## config.mk

```make
export PLATFORM = sky130hd
export DESIGN_NAME = operand_arbiter
export DESIGN_NICKNAME = d
export VERILOG_FILES = /design/src/rtl/operand_arbiter_pkg.sv /design/src/rtl/operand_arbiter_mux2.sv /design/src/rtl/operand_arbiter.sv
export SDC_FILE = /design/constraint.sdc
export NUM_CORES = 1
export LEC_CHECK = 0
export CORE_MARGIN = 2
export CORE_UTILIZATION = 45
export DETAILED_ROUTE_END_ITERATION = 12
export PLACE_DENSITY = 0.89
export SYNTH_ARGS = -nofsm -noshare
export SYNTH_HDL_FRONTEND = slang
export SYNTH_HIERARCHICAL = 1
export SYNTH_SLANG_ARGS = --single-unit
```

## constraint.sdc

```tcl
create_clock -name Clk -period 1.8 [get_ports Clk]
set_clock_uncertainty 0.15 [all_clocks]
set_input_delay 0.36 -clock Clk [delete_from_list [all_inputs] [get_ports Clk]]
set_output_delay 0.36 -clock Clk [all_outputs]
set_load 0.02 [all_outputs]
```

## src/rtl/operand_arbiter_pkg.sv

```systemverilog
// operand_arbiter_pkg: shared encodings, limits and helpers for the operand arbiter
package operand_arbiter_pkg;
    localparam logic SRC_REQ1 = 1'b0;
    localparam logic SRC_REQ2 = 1'b1;
    localparam logic [7:0] CNT_MAX = 8'd255;
    typedef enum logic {ST_EMPTY = 1'b0, ST_FULL = 1'b1} state_t;
    function automatic logic [7:0] sat_inc(input logic [7:0] c);
        return (c == CNT_MAX) ? c : c + 8'd1;
    endfunction
endpackage

```

## src/rtl/operand_arbiter_mux2.sv

```systemverilog
// Mux2: fixed 8-bit two-way data selector (Sel=0 picks Data1)
module Mux2 (
    input  logic [7:0] Data1,
    input  logic [7:0] Data2,
    input  logic       Sel,
    output logic [7:0] Result
);
    assign Result = Sel ? Data2 : Data1;
endmodule

```

## src/rtl/operand_arbiter.sv

```systemverilog
// operand_arbiter: round-robin sharing of one operand path into a single-entry valid/ready output stage
module operand_arbiter
    import operand_arbiter_pkg::*;
#(
    parameter int WIDTH = 8
) (
    input  logic             Clk,
    input  logic             Reset,
    input  logic             Req1Valid,
    input  logic [WIDTH-1:0] Req1Data,
    output logic             Req1Ready,
    input  logic             Req2Valid,
    input  logic [WIDTH-1:0] Req2Data,
    output logic             Req2Ready,
    output logic             OutValid,
    output logic [WIDTH-1:0] OutData,
    output logic             OutSrc,
    input  logic             OutReady,
    output logic [7:0]       Grant1Count,
    output logic [7:0]       Grant2Count
);
    state_t           state_q;
    logic [WIDTH-1:0] data_q;
    logic             src_q;
    logic             last_grant_q;
    logic             sel_q;
    logic             sel_d;
    logic             can_load;
    logic             xfer;
    logic [7:0]       cnt1_q;
    logic [7:0]       cnt2_q;
    logic [WIDTH-1:0] mux_result;

    Mux2 u_mux (
        .Data1  (Req1Data),
        .Data2  (Req2Data),
        .Sel    (sel_d),
        .Result (mux_result)
    );

    // Round-robin pick; with no requester the select simply holds
    always_comb begin
        sel_d     = (Req1Valid && Req2Valid) ? ~last_grant_q :
                    Req1Valid ? SRC_REQ1 : Req2Valid ? SRC_REQ2 : sel_q;
        can_load  = (state_q == ST_EMPTY) || OutReady;
        Req1Ready = can_load && Req1Valid && (sel_d == SRC_REQ1);
        Req2Ready = can_load && Req2Valid && (sel_d == SRC_REQ2);
        xfer      = Req1Ready || Req2Ready;
    end

    // Output stage, grant history and saturating grant counters
    always_ff @(posedge Clk or posedge Reset) begin
        if (Reset) begin
            state_q      <= ST_EMPTY;
            data_q       <= '0;
            src_q        <= SRC_REQ1;
            last_grant_q <= SRC_REQ2;
            sel_q        <= SRC_REQ1;
            cnt1_q       <= '0;
            cnt2_q       <= '0;
        end else begin
            sel_q   <= sel_d;
            state_q <= xfer ? ST_FULL : (OutReady ? ST_EMPTY : state_q);
            if (xfer) begin
                data_q       <= mux_result;
                src_q        <= sel_d;
                last_grant_q <= sel_d;
            end
            if (Req1Ready) cnt1_q <= sat_inc(cnt1_q);
            if (Req2Ready) cnt2_q <= sat_inc(cnt2_q);
        end
    end

    assign OutValid    = (state_q == ST_FULL);
    assign OutData     = data_q;
    assign OutSrc      = src_q;
    assign Grant1Count = cnt1_q;
    assign Grant2Count = cnt2_q;
endmodule

```

==> results of run 1 <==
==> kinds of logic after synthesis <==
family | count (synthesis) | synth area share (%)
compound gates | 13 | 6.56
xor+xnor | 8 | 4.90
fa+ha+maj | 2 | 1.75
buf+inv | 9 | 3.76
flops | 28 | 49.1
mux | 22 | 19.9
simple gates | 36 | 14.1
==> state kept, by name (all words and copies together), names as in the netlist <==
name and flops:
Grant1Count 8, Grant2Count 8, OutData 8, OutSrc 1
OutValid 1, last_grant_q 1, sel_q 1
==> worst max-delay path: cells and delay by family (launching register included) <==
family	cells	cell delay [ns]
and+or+nand+nor	2	0.23
DFF	1	0.60
buffers and inverters	2	0.19
==> routing by layer <==
metal,up-vias,share of wire [%],track usage [%],wire (µm)
met4,0,0,1.90,0
met3,0,4.4,4.05,153
met2,26,55,40.1,1880
met1,576,41,22.9,1410
met5,-,0,0,0
li1,549,-,-,-
==> metrics by stage <==
stage	power, µW	area, µm²	hold slack, ns
detailed placement	2160	2060	0.326
CTS	2380	2100	0.228
global placement	2110	2060	0.322
finish	2380	2140	0.217
global route	2520	2140	0.228
floorplan	1590	1430	0.275
==> cells in the mapped netlist <==
| cell type | count |
|---|---|
| a21oi_1 | 1 |
| a41oi_1 | 1 |
| and4_1 | 1 |
| and3_1 | 5 |
| xnor2_1 | 2 |
| inv_1 | 5 |
| mux2i_1 | 1 |
| nor2_1 | 8 |
| nand2b_1 | 2 |
| buf_2 | 1 |
| a31oi_1 | 1 |
| nor3_1 | 1 |
| nand3_1 | 5 |
| nor3b_1 | 1 |
| a21boi_2 | 1 |
| nand4_1 | 4 |
| nand2_1 | 7 |
| ha_1 | 2 |
| dfrtp_1 | 27 |
| o21a_1 | 1 |
| mux2_1 | 2 |
| and2_4 | 1 |
| nand4_4 | 1 |
| o21ai_2 | 1 |
| o21ai_0 | 3 |
| inv_2 | 1 |
| mux2_4 | 10 |
| buf_8 | 1 |
| buf_6 | 1 |
| xor2_1 | 6 |
| a21o_1 | 3 |
| a31o_2 | 1 |
| dfstp_2 | 1 |
| mux2_2 | 9 |
==> area by class of cell <==
type / instances / share of cell area [%]
inverters: 6 / 1.05
clock buffers: 4 / 1.70
well taps: 44 / 2.58
multi-input cells: 82 / 34.2
repair buffers: 65 / 27.5
flip-flops and latches: 28 / 32.9
==> what timing repair did <==
item                                    CTS  global route
hold buffers                              0             0
buffers inserted                          1             1
pin swaps                                 1             4
resized for setup                        45             6
gates cloned                              1             0
endpoints found under the setup margin   36             4
==> worst max path at each step <==
stage              startpoint        endpoint  slack [ns]  cells past startpoint
5_1_grt          last_grant_q       Req1Ready       -0.13                      4
6_report         last_grant_q       Req1Ready       -0.07                      4
3_3_place_gp        Req1Valid      OutData[7]       -0.53                      6
4_1_cts          last_grant_q       Req1Ready       -0.08                      4
2_1_floorplan  Grant2Count[0]  Grant2Count[1]        0.03                      4
3_5_place_dp        Req1Valid      OutData[0]       -0.61                      6
==> power groups by stage <==
stage / registers (µW) / logic, µW / clock network (µW)
finish: 998 / 1070 / 312
global route: 1030 / 1150 / 347
CTS: 1000 / 1060 / 320
detailed placement: 1010 / 1150 / 0
global placement: 995 / 1120 / 0
floorplan: 1200 / 389 / 0
==> impl_metrics.py, run 1 <==
metrics = {
    "pwr": {
        "comb_power_share_pct": 44.9,
        "p_switching_uw": 913,
        "peakVddDrop_mv": 0.958,
        "p_clk_share_pct": 13.1,
        "p_int_uw": 1460,
        "seqPwrFrac_pct": 42.0,
        "pwr_density_cell_mw_per_mm2": 1110,
        "leakagePower_uw": 0.00104,
        "switching_share_pct": 38.4,
    },
    "global_route": {
        "grt_pass1_wl_um": 5470,
        "first_global_vias": 1214,
        "gr-usage-all-layers_pct": 20.2,
        "grt-ovfl-total": 0,
        "antenna_found_initial": 0,
        "grt_max_degree": 29,
    },
    "logic_synthesis": {
        "synthesis.instances": 118,
        "ys_seq_area_share_pct": 49.1,
        "synth_cell_types": 34,
        "synth_seq_cells": 28,
        "synth_area_leader_cell": "dfrtp_1",
        "synthTopCellsByArea": "dfrtp_1 47%, mux2_4 10%, mux2_2 7.1%",
        "syn_nets": 141,
        "yosys_warnings": 6,
        "syn_avg_cell_area_um2": 12.1,
        "synth_top_area_share_pct": 47.2,
        "netlist_area_mm2": 0.00143,
    },
    "placement": {
        "hpwl_um": 2560,
        "routabilityCongestion": 0.883,
        "io_buffer_count": 48,
        "dp.cells": 222,
        "pre_cts_slack_ns": -0.612,
    },
    "clock_tree": {
        "cts_tree": "built",
        "cts.sinks": 28,
        "numCtsBuffers": 3,
        "clk_pin_slew_worst_paths_ns": 0.15,
        "clockBufferDepth": 2,
        "cts_htree_levels": 1,
        "clock_latency_ns": 0.33,
        "cts-root-buf": "clkbuf_4",
    },
    "setup_path": {
        "start_kind": "flip-flop",
        "r2r-end": "OutData[7]",
        "required_ns": 1.29,
        "path_cells": "nand2b_4 > nand3_4 > inv_2 > buf_6",
        "cp-end-kind": "primary output",
        "crit_arrival_ns": 1.36,
        "crit_fanout": 3,
        "r2r_setup_slack_ns": 0.05,
        "critPathKind": "flip-flop to primary output",
        "critPathSlowestCell": "dfstp_2",
        "cpPeakStageDelay_ns": 0.60,
        "rr_worst_depth": 4,
        "r2r_start": "last_grant_q",
    },
    "sta": {
        "worst_slew_pin_slew_ns": 0.358,
        "clock.fmax_mhz": 535,
        "setup_violations": 2,
        "setup_slack_ns": -0.0688,
        "hold_viol": 0,
        "min_period_ns": 1.87,
        "final.setup.tns_ns": -0.107,
        "slew_viol_final": 0,
        "maxSlewHeadroom_pct": 76.2,
        "rsz0062_at_grt": "true",
        "finalCritPeriodShare_pct": 104,
    },
    "cells_and_area": {
        "multi_input_comb_area_um2": 731,
        "syn_to_final_growth_pct": 49.3,
        "fin_cells": 229,
        "antenna-diode-count": 0,
        "regArea_um2": 703,
        "fill_cells": 227,
        "fin_util_pct": 70.5,
        "nets": 209,
        "final_common_cell": "dlygate4sd2_1",
        "drive_above_1_share_pct": 31.4,
        "layout_common_cells": "28 x dlygate4sd2_1, 26 x dfrtp_1, 18 x clkdlybuf4s50_1, 16 x buf_4, 10 x mux2_4",
    },
    "outcome": {
        "violations": "setup timing",
        "status": "finished with violations",
    },
    "drt": {
        "drcViolationCount": 0,
        "wl_per_cell_um": 15.1,
        "antenna_left": 0,
        "drt_pass1_iterations": 4,
        "vias": 1151,
        "drt-total-wl_um": 3450,
        "detail_route.vias_per_cell": 5.03,
        "drt_iter0_drc": 29,
    },
    "die": {
        "io_pins": 49,
        "die-area_mm2": 0.00365,
        "die_w_um": 60.4,
        "die_height_um": 60.4,
        "coreArea_mm2": 0.00303,
        "start_util_pct": 47.2,
        "rows": 20,
    },
    "worst_hold_path": {
        "min_path_type": "input pin to asynchronous set/reset pin",
    },
    "job": {
        "max_cap_viol_count": 0,
    },
}
(Power assumes the default switching activity.)
==> run 2: changes to the inputs <==
--- a/config.mk
+++ b/config.mk
@@ -9,6 +9,7 @@
 export CORE_UTILIZATION = 45
 export DETAILED_ROUTE_END_ITERATION = 12
 export PLACE_DENSITY = 0.89
+export RECOVER_POWER = 50
 export SYNTH_ARGS = -nofsm -noshare
 export SYNTH_HDL_FRONTEND = slang
 export SYNTH_HIERARCHICAL = 1
==> impl_metrics.py, run 2 (same netlist as run 1, synthesis figures left out) <==
metrics = {
    "outcome": {
        "status": "finished with violations",
        "violations": "setup timing",
    },
    "sta": {
        "setup_slack_ns": -0.0985,
        "slew_viol_final": 0,
        "rsz0062_at_grt": "true",
        "worst_slew_pin_slew_ns": 0.685,
        "maxSlewHeadroom_pct": 54.3,
        "clock.fmax_mhz": 527,
        "finalCritPeriodShare_pct": 105,
        "setup_violations": 3,
        "hold_viol": 0,
        "min_period_ns": 1.90,
    },
    "global_route": {
        "grt-ovfl-total": 0,
        "antenna_found_initial": 0,
        "first_global_vias": 1214,
        "grt_max_degree": 29,
        "gr-usage-all-layers_pct": 20.2,
        "grt_pass1_wl_um": 5470,
    },
    "setup_path": {
        "crit_arrival_ns": 1.39,
        "setup.worst_path.start": "OutReady",
        "cp-end-kind": "primary output",
        "start_kind": "input pin",
        "r2r_setup_slack_ns": 0.05,
        "rr_worst_depth": 4,
        "critPathKind": "input pin to primary output",
        "r2r_start": "last_grant_q",
        "required_ns": 1.29,
        "r2r-end": "OutData[7]",
        "crit_fanout": 3,
    },
    "drt": {
        "drcViolationCount": 0,
        "drt_iter0_drc": 29,
        "antenna_left": 0,
        "wl_per_cell_um": 15.0,
        "vias": 1152,
        "drt-total-wl_um": 3440,
        "detail_route.vias_per_cell": 5.03,
        "drt_pass1_iterations": 4,
    },
    "clock_tree": {
        "cts.sinks": 28,
        "clockBufferDepth": 2,
        "cts-root-buf": "clkbuf_4",
        "cts_tree": "built",
        "cts_htree_levels": 1,
        "clock_latency_ns": 0.33,
        "numCtsBuffers": 3,
        "clk_pin_slew_worst_paths_ns": 0.15,
    },
    "die": {
        "die_height_um": 60.4,
        "io_pins": 49,
        "die_w_um": 60.4,
        "start_util_pct": 47.2,
        "coreArea_mm2": 0.00303,
        "rows": 20,
        "die-area_mm2": 0.00365,
    },
    "pwr": {
        "pwr_density_cell_mw_per_mm2": 1110,
        "peakVddDrop_mv": 0.958,
        "leakagePower_uw": 0.00104,
    },
    "cells_and_area": {
        "drive_above_1_share_pct": 30.8,
        "final_area_mm2": 0.00213,
        "final_common_cell": "dlygate4sd2_1",
        "layout_common_cells": "28 x dlygate4sd2_1, 26 x dfrtp_1, 17 x clkdlybuf4s50_1, 15 x buf_4, 10 x mux2_4",
        "nets": 209,
        "syn_to_final_growth_pct": 49.0,
        "antenna-diode-count": 0,
    },
    "worst_hold_path": {
        "min_from": "OutSrc",
        "holdPathStages": 1,
        "whs_endpoint": "OutSrc",
        "min_path_type": "flip-flop to flip-flop",
    },
    "placement": {
        "routabilityCongestion": 0.883,
        "hpwl_um": 2560,
        "placed_cell_area_mm2": 0.00206,
        "pre_cts_slack_ns": -0.612,
        "io_buffer_count": 48,
    },
    "job": {
        "max_cap_viol_count": 0,
    },
}
## run 2: changes by cell type in the layout (fill, tap and decap cells not counted)
cell / before / now
clkdlybuf4s50_1: 18 / 17
nand2b_2: 1 / 0
dlygate4sd3_1: 0 / 1
buf_4: 16 / 15
clkbuf_2: 0 / 1
nand2b_1: 0 / 1
## run 2: what timing repair did
action                     CTS  global route
pin swaps                    1             4
cloned                       1             0
setup endpoints to repair   36             4
hold buffers                 0             0
resized for setup           45             6
setup buffers                1             1
hold endpoints to repair     0             0
## run 2: worst max-delay path by stage
stage / to / slack (ns) / cells after the start
2_1_floorplan: Grant2Count[1] / 0.03 / 4
3_3_place_gp: OutData[7] / -0.53 / 6
3_5_place_dp: OutData[0] / -0.61 / 6
4_1_cts: Req1Ready / -0.08 / 4
5_1_grt: Req1Ready / -0.13 / 4
6_report: Req2Ready / -0.1 / 4
## run 2: cell type report
| class | count | area, µm² |
|---|---|---|
| Clock buffer | 4 | 36.3 |
| Fill cell | 228 | 897 |
| Inverter | 6 | 22.5 |
| Multi-Input combinational cell | 82 | 728 |
| Sequential cell | 28 | 703 |
| Tap cell | 44 | 55.1 |
| Timing Repair Buffer | 65 | 586 |
## run 2: critical path: stages
cell,delay (ns)
clkdlybuf4s50_1,0.47
nand2b_1,0.24
and2_4,0.20
buf_6,0.11
## run 2: stage by stage
step           power [µW]  TNS (ns)  instances  hold WS, ns  util (%)
3_3_place_gp         2110     -7.19        222        0.322      68.0
2_1_floorplan        1590         0        118        0.275         -
5_1_grt              2520    -0.261        229        0.374      70.4
4_1_cts              2380    -0.140        228        0.228      69.5
6_report             2370    -0.188        229        0.348      70.4
3_5_place_dp         2160     -8.72        222        0.326      68.0
## run 2: metal layers
| layer | routed length [µm] | up-vias | track usage [%] |
|---|---|---|---|
| met5 | 0 | - | 0 |
| met4 | 0 | 0 | 1.90 |
| met3 | 153 | 0 | 4.05 |
| met2 | 1890 | 26 | 40.1 |
| met1 | 1400 | 577 | 22.9 |
| li1 | - | 549 | - |
## run 2: power breakdown
group / internal (µW) / leakage (µW) / switching, µW
logic: 531 / 0.000686 / 533
registers: 807 / 0.000335 / 191
clock network: 124 / 0.0000210 / 189
